**src/rtl/mem_lsu_if.sv**
```systemverilog
// Data-RAM bus between the MEM-stage load/store unit and the data memory.
//
// Handshake: dram_req is a request-valid that, once raised, holds
// dram_we/dram_addr/dram_be/dram_wdata stable until the cycle dram_ready is
// high (request accepted on that clock edge). For reads, the memory then
// returns dram_rdata with dram_rvalid high for one cycle, at least one cycle
// after acceptance.
//
// Modports:
//   master - load/store unit: drives req/we/addr/be/wdata, receives ready/rvalid/rdata
//   slave  - data RAM: the reverse
interface mem_lsu_if #(
    parameter int XLEN    = 32,
    parameter int DRAM_AW = 12
);
    logic               dram_req;
    logic               dram_we;
    logic [DRAM_AW-1:0] dram_addr;
    logic [3:0]         dram_be;
    logic [XLEN-1:0]    dram_wdata;
    logic               dram_ready;
    logic               dram_rvalid;
    logic [XLEN-1:0]    dram_rdata;

    modport master (
        output dram_req, dram_we, dram_addr, dram_be, dram_wdata,
        input  dram_ready, dram_rvalid, dram_rdata
    );

    modport slave (
        input  dram_req, dram_we, dram_addr, dram_be, dram_wdata,
        output dram_ready, dram_rvalid, dram_rdata
    );
endinterface

```
**src/rtl/mem_lsu.sv**
```systemverilog
// MEM-stage load/store unit between EX and WB.
//
// Non-memory instructions pass through to the mem_* registers in one cycle.
// Loads/stores run one req/ready(/rvalid) transaction on the data-RAM bus
// while mem_stall holds EX. Illegal or misaligned memory ops never touch the
// bus; they are flagged on mem_ill_instr (and mem_misalign) with no writeback.
//
// Ports:
//   clk, rst         clock, asynchronous active-high reset
//   ex_*             EX-stage results and memory-op controls
//   mem_stall        hold EX outputs stable (registered state only)
//   mem_*            registered results towards WB
//   dram             data-RAM bus (master side)
//   dbg_state        current FSM state (IDLE=0, REQ=1, RDATA=2)
module mem_lsu #(
    parameter int XLEN    = 32,
    parameter int RF_AW   = 5,
    parameter int DRAM_AW = 12
) (
    input  logic             clk,
    input  logic             rst,
    input  logic             ex_reg_wen,
    input  logic [RF_AW-1:0] ex_reg_waddr,
    input  logic [XLEN-1:0]  ex_alu_out,
    input  logic             ex_ill_instr,
    input  logic             ex_mem_rd,
    input  logic             ex_mem_wr,
    input  logic [1:0]       ex_mem_size,
    input  logic             ex_mem_unsigned,
    input  logic [XLEN-1:0]  ex_mem_wdata,
    output logic             mem_stall,
    output logic             mem_reg_wen,
    output logic [RF_AW-1:0] mem_reg_waddr,
    output logic [XLEN-1:0]  mem_alu_out,
    output logic             mem_ill_instr,
    output logic             mem_misalign,
    mem_lsu_if.master        dram,
    output logic [1:0]       dbg_state
);
    localparam logic [1:0] S_IDLE  = 2'd0;
    localparam logic [1:0] S_REQ   = 2'd1;
    localparam logic [1:0] S_RDATA = 2'd2;

    logic [1:0]         state_q, state_d;
    logic               mem_reg_wen_q, mem_reg_wen_d;
    logic [RF_AW-1:0]   mem_reg_waddr_q, mem_reg_waddr_d;
    logic [XLEN-1:0]    mem_alu_out_q, mem_alu_out_d;
    logic               mem_ill_instr_q, mem_ill_instr_d;
    logic               mem_misalign_q, mem_misalign_d;
    logic               dram_req_q, dram_req_d;
    logic               dram_we_q, dram_we_d;
    logic [DRAM_AW-1:0] dram_addr_q, dram_addr_d;
    logic [3:0]         dram_be_q, dram_be_d;
    logic [XLEN-1:0]    dram_wdata_q, dram_wdata_d;
    // Attributes of the in-flight access, needed after EX has moved on.
    logic [XLEN-1:0]    lat_addr_q, lat_addr_d;
    logic [1:0]         lat_size_q, lat_size_d;
    logic               lat_uns_q, lat_uns_d;
    logic [RF_AW-1:0]   lat_waddr_q, lat_waddr_d;
    logic               lat_wen_q, lat_wen_d;

    logic            is_mem, bad_op, misalign;
    logic [XLEN-1:0] rd_shifted, load_data, st_wdata;
    logic [3:0]      st_be;

    always_comb begin
        is_mem   = ex_mem_rd | ex_mem_wr;
        bad_op   = ex_ill_instr | (ex_mem_rd & ex_mem_wr) | (ex_mem_size == 2'b11);
        misalign = ((ex_mem_size == 2'b01) & ex_alu_out[0]) |
                   ((ex_mem_size == 2'b10) & (ex_alu_out[1:0] != 2'b00));

        // Store lane placement: replicate the datum across the word, enable its lanes.
        case (ex_mem_size)
            2'b00: begin
                st_be    = 4'b0001 << ex_alu_out[1:0];
                st_wdata = {(XLEN/8){ex_mem_wdata[7:0]}};
            end
            2'b01: begin
                st_be    = 4'b0011 << ex_alu_out[1:0];
                st_wdata = {(XLEN/16){ex_mem_wdata[15:0]}};
            end
            default: begin
                st_be    = 4'hF;
                st_wdata = ex_mem_wdata;
            end
        endcase

        // Load alignment: bring the addressed lane down to bit 0, then extend.
        rd_shifted = dram.dram_rdata >> {lat_addr_q[1:0], 3'b000};
        case (lat_size_q)
            2'b00:   load_data = lat_uns_q ? {{(XLEN-8){1'b0}}, rd_shifted[7:0]}
                                           : {{(XLEN-8){rd_shifted[7]}}, rd_shifted[7:0]};
            2'b01:   load_data = lat_uns_q ? {{(XLEN-16){1'b0}}, rd_shifted[15:0]}
                                           : {{(XLEN-16){rd_shifted[15]}}, rd_shifted[15:0]};
            default: load_data = dram.dram_rdata;
        endcase
    end

    always_comb begin
        state_d         = state_q;
        mem_reg_wen_d   = mem_reg_wen_q;
        mem_reg_waddr_d = mem_reg_waddr_q;
        mem_alu_out_d   = mem_alu_out_q;
        mem_ill_instr_d = mem_ill_instr_q;
        mem_misalign_d  = mem_misalign_q;
        dram_req_d      = dram_req_q;
        dram_we_d       = dram_we_q;
        dram_addr_d     = dram_addr_q;
        dram_be_d       = dram_be_q;
        dram_wdata_d    = dram_wdata_q;
        lat_addr_d      = lat_addr_q;
        lat_size_d      = lat_size_q;
        lat_uns_d       = lat_uns_q;
        lat_waddr_d     = lat_waddr_q;
        lat_wen_d       = lat_wen_q;

        case (state_q)
            S_IDLE: begin
                mem_reg_waddr_d = ex_reg_waddr;
                mem_alu_out_d   = ex_alu_out;
                if (!is_mem) begin
                    mem_reg_wen_d   = ex_reg_wen;
                    mem_ill_instr_d = ex_ill_instr;
                    mem_misalign_d  = 1'b0;
                end else if (bad_op || misalign) begin
                    // Faulting memory op: report it, never reach the bus.
                    mem_reg_wen_d   = 1'b0;
                    mem_ill_instr_d = 1'b1;
                    mem_misalign_d  = misalign;
                end else begin
                    // Legal access: bubble towards WB while the transaction runs.
                    mem_reg_wen_d   = 1'b0;
                    mem_ill_instr_d = 1'b0;
                    mem_misalign_d  = 1'b0;
                    lat_addr_d      = ex_alu_out;
                    lat_size_d      = ex_mem_size;
                    lat_uns_d       = ex_mem_unsigned;
                    lat_waddr_d     = ex_reg_waddr;
                    lat_wen_d       = ex_reg_wen;
                    dram_req_d      = 1'b1;
                    dram_we_d       = ex_mem_wr;
                    dram_addr_d     = ex_alu_out[DRAM_AW+1:2];
                    dram_be_d       = ex_mem_wr ? st_be : 4'hF;
                    dram_wdata_d    = ex_mem_wr ? st_wdata : '0;
                    state_d         = S_REQ;
                end
            end
            S_REQ: begin
                mem_reg_wen_d = 1'b0;
                if (dram.dram_ready) begin
                    dram_req_d = 1'b0;
                    if (dram_we_q) begin
                        mem_reg_waddr_d = lat_waddr_q;
                        mem_alu_out_d   = lat_addr_q;
                        mem_ill_instr_d = 1'b0;
                        mem_misalign_d  = 1'b0;
                        state_d         = S_IDLE;
                    end else begin
                        state_d = S_RDATA;
                    end
                end
            end
            S_RDATA: begin
                mem_reg_wen_d = 1'b0;
                if (dram.dram_rvalid) begin
                    mem_reg_wen_d   = lat_wen_q;
                    mem_reg_waddr_d = lat_waddr_q;
                    mem_alu_out_d   = load_data;
                    mem_ill_instr_d = 1'b0;
                    mem_misalign_d  = 1'b0;
                    state_d         = S_IDLE;
                end
            end
            default: state_d = S_IDLE;
        endcase
    end

    always_ff @(posedge clk or posedge rst) begin
        if (rst) begin
            state_q         <= S_IDLE;
            mem_reg_wen_q   <= 1'b0;
            mem_reg_waddr_q <= '0;
            mem_alu_out_q   <= '0;
            mem_ill_instr_q <= 1'b0;
            mem_misalign_q  <= 1'b0;
            dram_req_q      <= 1'b0;
            dram_we_q       <= 1'b0;
            dram_addr_q     <= '0;
            dram_be_q       <= 4'h0;
            dram_wdata_q    <= '0;
            lat_addr_q      <= '0;
            lat_size_q      <= 2'b00;
            lat_uns_q       <= 1'b0;
            lat_waddr_q     <= '0;
            lat_wen_q       <= 1'b0;
        end else begin
            state_q         <= state_d;
            mem_reg_wen_q   <= mem_reg_wen_d;
            mem_reg_waddr_q <= mem_reg_waddr_d;
            mem_alu_out_q   <= mem_alu_out_d;
            mem_ill_instr_q <= mem_ill_instr_d;
            mem_misalign_q  <= mem_misalign_d;
            dram_req_q      <= dram_req_d;
            dram_we_q       <= dram_we_d;
            dram_addr_q     <= dram_addr_d;
            dram_be_q       <= dram_be_d;
            dram_wdata_q    <= dram_wdata_d;
            lat_addr_q      <= lat_addr_d;
            lat_size_q      <= lat_size_d;
            lat_uns_q       <= lat_uns_d;
            lat_waddr_q     <= lat_waddr_d;
            lat_wen_q       <= lat_wen_d;
        end
    end

    assign mem_stall       = (state_q != S_IDLE);
    assign mem_reg_wen     = mem_reg_wen_q;
    assign mem_reg_waddr   = mem_reg_waddr_q;
    assign mem_alu_out     = mem_alu_out_q;
    assign mem_ill_instr   = mem_ill_instr_q;
    assign mem_misalign    = mem_misalign_q;
    assign dram.dram_req   = dram_req_q;
    assign dram.dram_we    = dram_we_q;
    assign dram.dram_addr  = dram_addr_q;
    assign dram.dram_be    = dram_be_q;
    assign dram.dram_wdata = dram_wdata_q;
    assign dbg_state       = state_q;
endmodule

```
**src/flat_wrapper.sv**
```systemverilog
// flat-port wrapper written by rule: the top's interface ports become plain ports
module mem_lsu_flat 
#(
    parameter int XLEN    = 32,
    parameter int RF_AW   = 5,
    parameter int DRAM_AW = 12
)
  (clk, rst, ex_reg_wen, ex_reg_waddr, ex_alu_out, ex_ill_instr, ex_mem_rd, ex_mem_wr, ex_mem_size, ex_mem_unsigned, ex_mem_wdata, mem_stall, mem_reg_wen, mem_reg_waddr, mem_alu_out, mem_ill_instr, mem_misalign, dbg_state, dram_dram_req, dram_dram_we, dram_dram_addr, dram_dram_be, dram_dram_wdata, dram_dram_ready, dram_dram_rvalid, dram_dram_rdata);
  mem_lsu_if #(.XLEN(XLEN), .DRAM_AW(DRAM_AW)) dram_i ();
  input  logic clk;
  input  logic rst;
  input  logic ex_reg_wen;
  input  logic [RF_AW-1:0] ex_reg_waddr;
  input  logic [XLEN-1:0] ex_alu_out;
  input  logic ex_ill_instr;
  input  logic ex_mem_rd;
  input  logic ex_mem_wr;
  input  logic [1:0] ex_mem_size;
  input  logic ex_mem_unsigned;
  input  logic [XLEN-1:0] ex_mem_wdata;
  output logic mem_stall;
  output logic mem_reg_wen;
  output logic [RF_AW-1:0] mem_reg_waddr;
  output logic [XLEN-1:0] mem_alu_out;
  output logic mem_ill_instr;
  output logic mem_misalign;
  output logic [1:0] dbg_state;
  output wire logic [$bits(dram_i.dram_req)-1:0] dram_dram_req;
  output wire logic [$bits(dram_i.dram_we)-1:0] dram_dram_we;
  output wire logic [$bits(dram_i.dram_addr)-1:0] dram_dram_addr;
  output wire logic [$bits(dram_i.dram_be)-1:0] dram_dram_be;
  output wire logic [$bits(dram_i.dram_wdata)-1:0] dram_dram_wdata;
  input wire logic [$bits(dram_i.dram_ready)-1:0] dram_dram_ready;
  input wire logic [$bits(dram_i.dram_rvalid)-1:0] dram_dram_rvalid;
  input wire logic [$bits(dram_i.dram_rdata)-1:0] dram_dram_rdata;
  assign dram_dram_req = dram_i.dram_req;
  assign dram_dram_we = dram_i.dram_we;
  assign dram_dram_addr = dram_i.dram_addr;
  assign dram_dram_be = dram_i.dram_be;
  assign dram_dram_wdata = dram_i.dram_wdata;
  assign dram_i.dram_ready = dram_dram_ready;
  assign dram_i.dram_rvalid = dram_dram_rvalid;
  assign dram_i.dram_rdata = dram_dram_rdata;
  mem_lsu #(.XLEN(XLEN), .RF_AW(RF_AW), .DRAM_AW(DRAM_AW)) u_core (.clk(clk), .rst(rst), .ex_reg_wen(ex_reg_wen), .ex_reg_waddr(ex_reg_waddr), .ex_alu_out(ex_alu_out), .ex_ill_instr(ex_ill_instr), .ex_mem_rd(ex_mem_rd), .ex_mem_wr(ex_mem_wr), .ex_mem_size(ex_mem_size), .ex_mem_unsigned(ex_mem_unsigned), .ex_mem_wdata(ex_mem_wdata), .mem_stall(mem_stall), .mem_reg_wen(mem_reg_wen), .mem_reg_waddr(mem_reg_waddr), .mem_alu_out(mem_alu_out), .mem_ill_instr(mem_ill_instr), .mem_misalign(mem_misalign), .dram(dram_i), .dbg_state(dbg_state));
endmodule
```
**config.mk**
```make
export PLATFORM = sky130hd
export DESIGN_NAME = mem_lsu_flat
export DESIGN_NICKNAME = d
export VERILOG_FILES = /design/src/rtl/mem_lsu_if.sv /design/src/rtl/mem_lsu.sv /design/src/flat_wrapper.sv
export SDC_FILE = /design/constraint.sdc
export NUM_CORES = 1
export LEC_CHECK = 0
export CORE_UTILIZATION = 48
export DETAILED_ROUTE_END_ITERATION = 6
export GPL_TIMING_DRIVEN = 0
export PLACE_DENSITY = 0.89
export SETUP_SLACK_MARGIN = 0.3
export SYNTH_ARGS = -nofsm -noshare
export SYNTH_HDL_FRONTEND = slang
export SYNTH_SLANG_ARGS = --single-unit
```
**constraint.sdc**
```tcl
create_clock -name clk -period 4.6 [get_ports clk]
set_input_delay 0.46 -clock clk [delete_from_list [all_inputs] [get_ports clk]]
set_output_delay 0.46 -clock clk [all_outputs]
set_load 0.03 [all_outputs]
```
* After elaboration in Yosys (flattened, before gate mapping)
Cells that the tools add are included.
Word-level totals: bits in registers 133, latch bits 0, RAM bits 0, memory bits (read-only) 0, bits of input ports 112, output and inout bits 93, word-level logic and storage cells 87, memories 0
Operators by class: add/subtract/negate cells 0, multipliers 0, divide/modulo/power cells 0, magnitude comparators 0, eq/ne operators 11, shifts and indexed selects 3, multiplexer cells 37, bitwise logic cells 8, reduce and logical (&&, ||, !) cells 12
Operator list (number):
- $mux 32 | 6
- $pmux 32 s2 | 2
- $pmux 32 s3 | 1
- $shr 32x5->16 | 1
- $mux 5 | 3
- $pmux 5 s3 | 1
- $mux 1 | 12
- $reduce_and 4->1 | 3
- $mux 2 | 5
- $pmux 1 s3 | 3
- $pmux 4 s2 | 1
- $eq 2x1->1 const B | 3
- $eq 2x2->1 const B | 3
- $logic_not 2->1 | 3
- $ne 2x2->1 const B | 3
- $pmux 2 s3 | 1
- $reduce_bool 2->1 | 3
- $mux 4 | 1
- $ne 2x1->1 const B | 2
- $or 1x1->1 | 4
- $shl 1x2->4 const A | 1
- $shl 2x2->4 const A | 1
- $and 1x1->1 | 3
- $reduce_and 3->1 | 1
- 4 further kinds | 4

* Longest topological paths before layout
word-level depth 7, gate-level depth with buffers 9, gate-level depth less buffers 6

* Least setup slack after synthesis
No wires, ideal clock.
path kind register to register, start register u_core.state_q[0] (netlist: u_core.dbg_state[0]), end register u_core.mem_alu_out_q[20] (netlist: u_core.mem_alu_out[20]), library setup time 141 ps, arrival 2150 ps, data required time 4459 ps, setup slack 2309 ps, cell stages (with the launch flop) 10, path buffers 3, period minus slack after synthesis 2291 ps, cell sequence dfrtp_1 -> inv_1 -> ha_1 -> clkbuf_1 -> nor2b_1 -> nor3_1 -> clkbuf_1 -> buf_2 -> mux2i_1 -> o211ai_1
Between the ends: word-level cells in the longest chain between the ends 3, elaborated cells on any way between the ends 9, those cells by class eq/ne (5); mux (1); reduce/logical (3)
Ends and longest elaborated chain:
- start: declaration | RTL line mem_lsu.sv:44 | logic [1:0] state_q, state_d;
- start signal: assignment | RTL line mem_lsu.sv:197 | state_q <= state_d;
- $eq 2x1->1, or another cell as far along | RTL line mem_lsu.sv:117 | case (state_q)
- $ne 2x1->1 (no line), or another cell as far along
- $reduce_and 4->1 (no line)
- end signal: assignment | RTL line mem_lsu.sv:200 | mem_alu_out_q <= mem_alu_out_d;
- end: declaration | RTL line mem_lsu.sv:47 | logic [XLEN-1:0] mem_alu_out_q, mem_alu_out_d;
Parallel ways exist; a longest one is shown, timed or not. A chain may end at the register's enable or synchronous reset.

* Worst setup path in the final report
start register u_core.state_q[0] (netlist: u_core.dbg_state[0]), end register u_core.mem_alu_out_q[9] (netlist: u_core.mem_alu_out[9])
The elaborated chain is that of the path after synthesis.

==> impl_summary.txt <==
----------------------------------------------------
[Clock network]
  Clock buffers created by TritonCTS ... 17
  Cell chosen for the clock root ... sky130_fd_sc_hd__clkbuf_16
  # H-tree levels ... 4
  Number of sinks driven by the clock tree ... 121
  Hold-fix buffers at CTS ... 0
  TritonCTS clock tree ... built
  Bufs on Longest Clock Path ... 2
  Clk Latency, worst-skew pair ... 420 ps
  Clock-pin slew on the worst setup and hold paths ... 60 ps
  Post-CTS setup buffer count ... 0
  Number of resized instances in the post-cts repair step ... 0

[Setup path]
  Start of the worst register-to-register path ... u_core.dbg_state[0]$_DFFE_PP0P_
  Critical Path Start Type ... flip-flop
  Critical path data arrival time ... 3140 ps
  Critical path cell sequence ... inv_1 -> ha_1 -> clkbuf_1 -> nor2b_1 -> nor3_1 -> clkbuf_1 -> clkbuf_1 -> o2111ai_1 -> o21ai_0
  Critical Path Fanout Max ... 10
  Cell class contributing the biggest share of worst-path delay ... buffers and inverters
  Critical R2R Capture ... u_core.mem_alu_out[9]$_DFFE_PP0P_
  Worst Reg-to-Reg Cells ... 9
  Sum of buffers and inverters on the critical path ... 4
  Maximum cell stage delay along the critical path ... 490 ps
  Critical path type ... flip-flop to flip-flop
  Worst-path cell with the longest stage delay ... sky130_fd_sc_hd__clkbuf_1
  Data required, critical path ... 4920 ps
  Most common cell on crit path ... sky130_fd_sc_hd__clkbuf_1
  Critical Path Sink Type ... flip-flop
  Setup slack, reg-to-reg ... 1770 ps

[STA]
  Setup total negative slack ... 0 ps
  Min cycle time layout ... 2830 ps
  Peak Freq ... 354 MHz
  Setup repair after global routing missed its margin ... false
  Final Hold Fails ... 0
  Max-slew headroom ... 46.0%
  Slew at the pin closest to its max-slew limit ... 810 ps
  Final max-slew violation count ... 0
  Min setup slack post-route ... 1770 ps
  Setup clock skew after layout ... 6.61 ps
  Final clock period utilization by the worst path ... 61.5%
  Total setup violations reported at the end of the flow ... 0

[Flow run]
  Count of max-cap constraint violations ... 0

[Detailed routing]
  DRT Wirelength ... 24,000 um
  Detail-routed net length per standard cell ... 21.8 um
  Post-DR vias/cell ... 6.15
  Number of remaining DRC errors ... 0
  Count of vias placed by the detailed router ... 6,762
  Count of antenna-violating nets left after detailed routing ... 0
  TritonRoute pass-1 iters ... 5
  Iteration-0 DRC count of the detailed router ... 780

[Synthesis]
  Syn nets ... 801
  Simple-Gate Fraction of Synth Area ... 8.98%
  EDFF count, synth ... 0
  Post-Syn Area ... 6980 um2
  Cell with the most instances after synthesis ... sky130_fd_sc_hd__dfrtp_1
  Mapped Cells ... 685
  Number of storage elements in the synthesis netlist ... 121
  Top cell type's share of synthesized area ... 43.4%
  Async SR Flop Fraction ... 100%
  Dominant cells by area after synthesis ... sky130_fd_sc_hd__dfrtp_1, sky130_fd_sc_hd__mux2_2, sky130_fd_sc_hd__mux2i_1
  Xor/xnor share of the synthesized area ... 0.125%
  Most used flip-flop cell after synthesis ... sky130_fd_sc_hd__dfrtp_1
  Top post-synthesis cells by count ... sky130_fd_sc_hd__dfrtp_1, sky130_fd_sc_hd__mux2_2, sky130_fd_sc_hd__o21ai_0, sky130_fd_sc_hd__mux2i_1, sky130_fd_sc_hd__nand2_1
  Synth warn ... 0
  Fraction of the mapped netlist area in compound gates ... 20.3%
  Post-synthesis cell type with the largest combined area ... sky130_fd_sc_hd__dfrtp_1
  Mean instance size in the synthesized netlist ... 10.2 um2
  Unique cell type count in the Yosys netlist ... 53
  Adder-cell share of the synthesized area ... 0.717%
  Mux cell area share after synthesis ... 19.3%
  Main combinational cell family by area after synthesis ... compound AO/OA/AOI/OAI gates
  Proportion of synthesized chip area in sequential cells ... 43.4%

[Placed design]
  Post-DP HPWL ... 17,000 um
  Worst slack after detailed placement ... 1880 ps
  Placer congestion estimate ... 0.963
  Number of I/O port buffers ... 202

[Cells and area]
  # diodes ... 0
  Ratio of cells with drive above 1 in the final layout ... 15.2%
  P&R area growth vs syn ... 42.0%
  Nets ... 1,023

[Die]
  Cell row count ... 43
  Die Ht ... 123 um
  Effective utilization at floorplan ... 49.7%
  Standard cell core area ... 14,000 um2
  Total I/O pin count ... 205
  Die Wd ... 123 um
  DIE AREA ... 15,000 um2

[GRT]
  Maximum number of pins on one net before global-route repair ... 63
  Via count of the first global-routing pass ... 6,347
  Global-route wire length before repair ... 36,000 um
  Global router's overall resource usage ... 32.5%
  Overflow left after global routing ... 0
  Initial antenna violation count ... 0

[Min path]
  Worst Hold End ... u_core.dram.dram_wdata[21]$_DFFE_PP0P_
  Min-delay src ... ex_mem_wr
  Number of instances on the worst hold path ... 3
  Worst hold path class ... input port to flip-flop

[Power and ir drop]
  Final Total Pwr ... 0.00746 W
  Static Leakage ... 4.21 nW
  Power per cell area ... 752 nW/um2
  Worst supply voltage drop on vdd ... 0.446 mV

[Outcome]
  Run status ... completed

----------------------------------------------------
[layout make-up]
class | count | area [um2]
fill | 1029 | 4130
multi-input combinational | 451 | 3450
sequential | 121 | 3030
timing repair buffer | 203 | 2050
clock buffer | 18 | 439
buffer | 71 | 349
tap | 180 | 225
clock inverter | 14 | 211
inverter | 42 | 163
[cells in the final DEF (no fill, tap or decap), types with 7 or more instances in the layout]
| cell | n |
|---|---|
| sky130_fd_sc_hd__o211ai_1 | 33 |
| sky130_fd_sc_hd__nand4_1 | 18 |
| sky130_fd_sc_hd__clkdlybuf4s50_1 | 202 |
| sky130_fd_sc_hd__a21boi_0 | 9 |
| sky130_fd_sc_hd__inv_1 | 40 |
| sky130_fd_sc_hd__buf_2 | 12 |
| sky130_fd_sc_hd__o2111ai_1 | 24 |
| sky130_fd_sc_hd__nor2_1 | 16 |
| sky130_fd_sc_hd__o22a_1 | 7 |
| sky130_fd_sc_hd__nand2_1 | 56 |
| sky130_fd_sc_hd__mux2i_1 | 57 |
| sky130_fd_sc_hd__mux2_2 | 65 |
| sky130_fd_sc_hd__buf_4 | 14 |
| sky130_fd_sc_hd__o21ai_0 | 65 |
| sky130_fd_sc_hd__dfrtp_1 | 121 |
| sky130_fd_sc_hd__clkbuf_1 | 37 |
| sky130_fd_sc_hd__nor2b_1 | 16 |
| sky130_fd_sc_hd__a221oi_1 | 16 |
| sky130_fd_sc_hd__clkbuf_16 | 17 |
[report_power, final]
group | switching [W] | internal, W
registers | 0.000369 | 0.00160
logic | 0.00237 | 0.00163
clock network | 0.000540 | 0.000938
[layer usage]
layer  global-route usage, %  vias to the layer above  wire (um)
met5                       0                        -          0
met4                    13.3                        0        865
met3                    6.92                       76       2030
met2                    49.7                      428      11200
met1                    44.7                     3279       9900
li1                        -                     2979          -
[worst min-delay path: cells and delay by family]
family	cells	cell delay [ps]
mux	1	140
simple gates	1	130
buf+inv	1	140
[through the flow]
stage | util, % | std cells | instance area, um2 | hold slack [ps]
2_1_floorplan | - | 685 | 6980 | 479
6_report | 70.6 | 1100 | 9910 | 481
3_3_place_gp | 65.7 | 1067 | 9230 | 461
3_5_place_dp | 66.0 | 1068 | 9260 | 475
5_1_grt | 70.6 | 1100 | 9910 | 502
4_1_cts | 70.6 | 1100 | 9910 | 475
[flip-flops by register name (all words and copies together) (netlist names), 2 cells and up]
name                    cells
u_core.dbg_state            2
u_core.dram.dram_be         4
u_core.dram.dram_wdata     32
u_core.lat_addr_q          32
u_core.lat_size_q           2
u_core.lat_waddr_q          5
u_core.mem_alu_out         32
u_core.mem_reg_waddr        5
[worst max-delay path by stage]
stage / cells past startpoint / start / end
floorplan: 1 / rst / u_core.dbg_state[0]$_DFFE_PP0P_
global placement: 2 / rst / u_core.lat_addr_q[23]$_DFFE_PP0P_
detailed placement: 8 / ex_mem_size[1] / u_core.dram.dram_wdata[8]$_DFFE_PP0P_
CTS: 9 / u_core.dbg_state[0]$_DFFE_PP0P_ / u_core.mem_alu_out[20]$_DFFE_PP0P_
global route: 9 / u_core.dbg_state[0]$_DFFE_PP0P_ / u_core.mem_alu_out[9]$_DFFE_PP0P_
finish: 9 / u_core.dbg_state[0]$_DFFE_PP0P_ / u_core.mem_alu_out[9]$_DFFE_PP0P_
[logic make-up after synthesis]
kind of cell             after synthesis
multiplexers                         125
AND/OR/NAND/NOR                      126
AO/OA/AOI/OAI                        195
XOR/XNOR                               1
buffers and inverters                113
flip-flops                           121
adder cells (fa/ha/maj)                4
(Power assumes the default switching activity.)
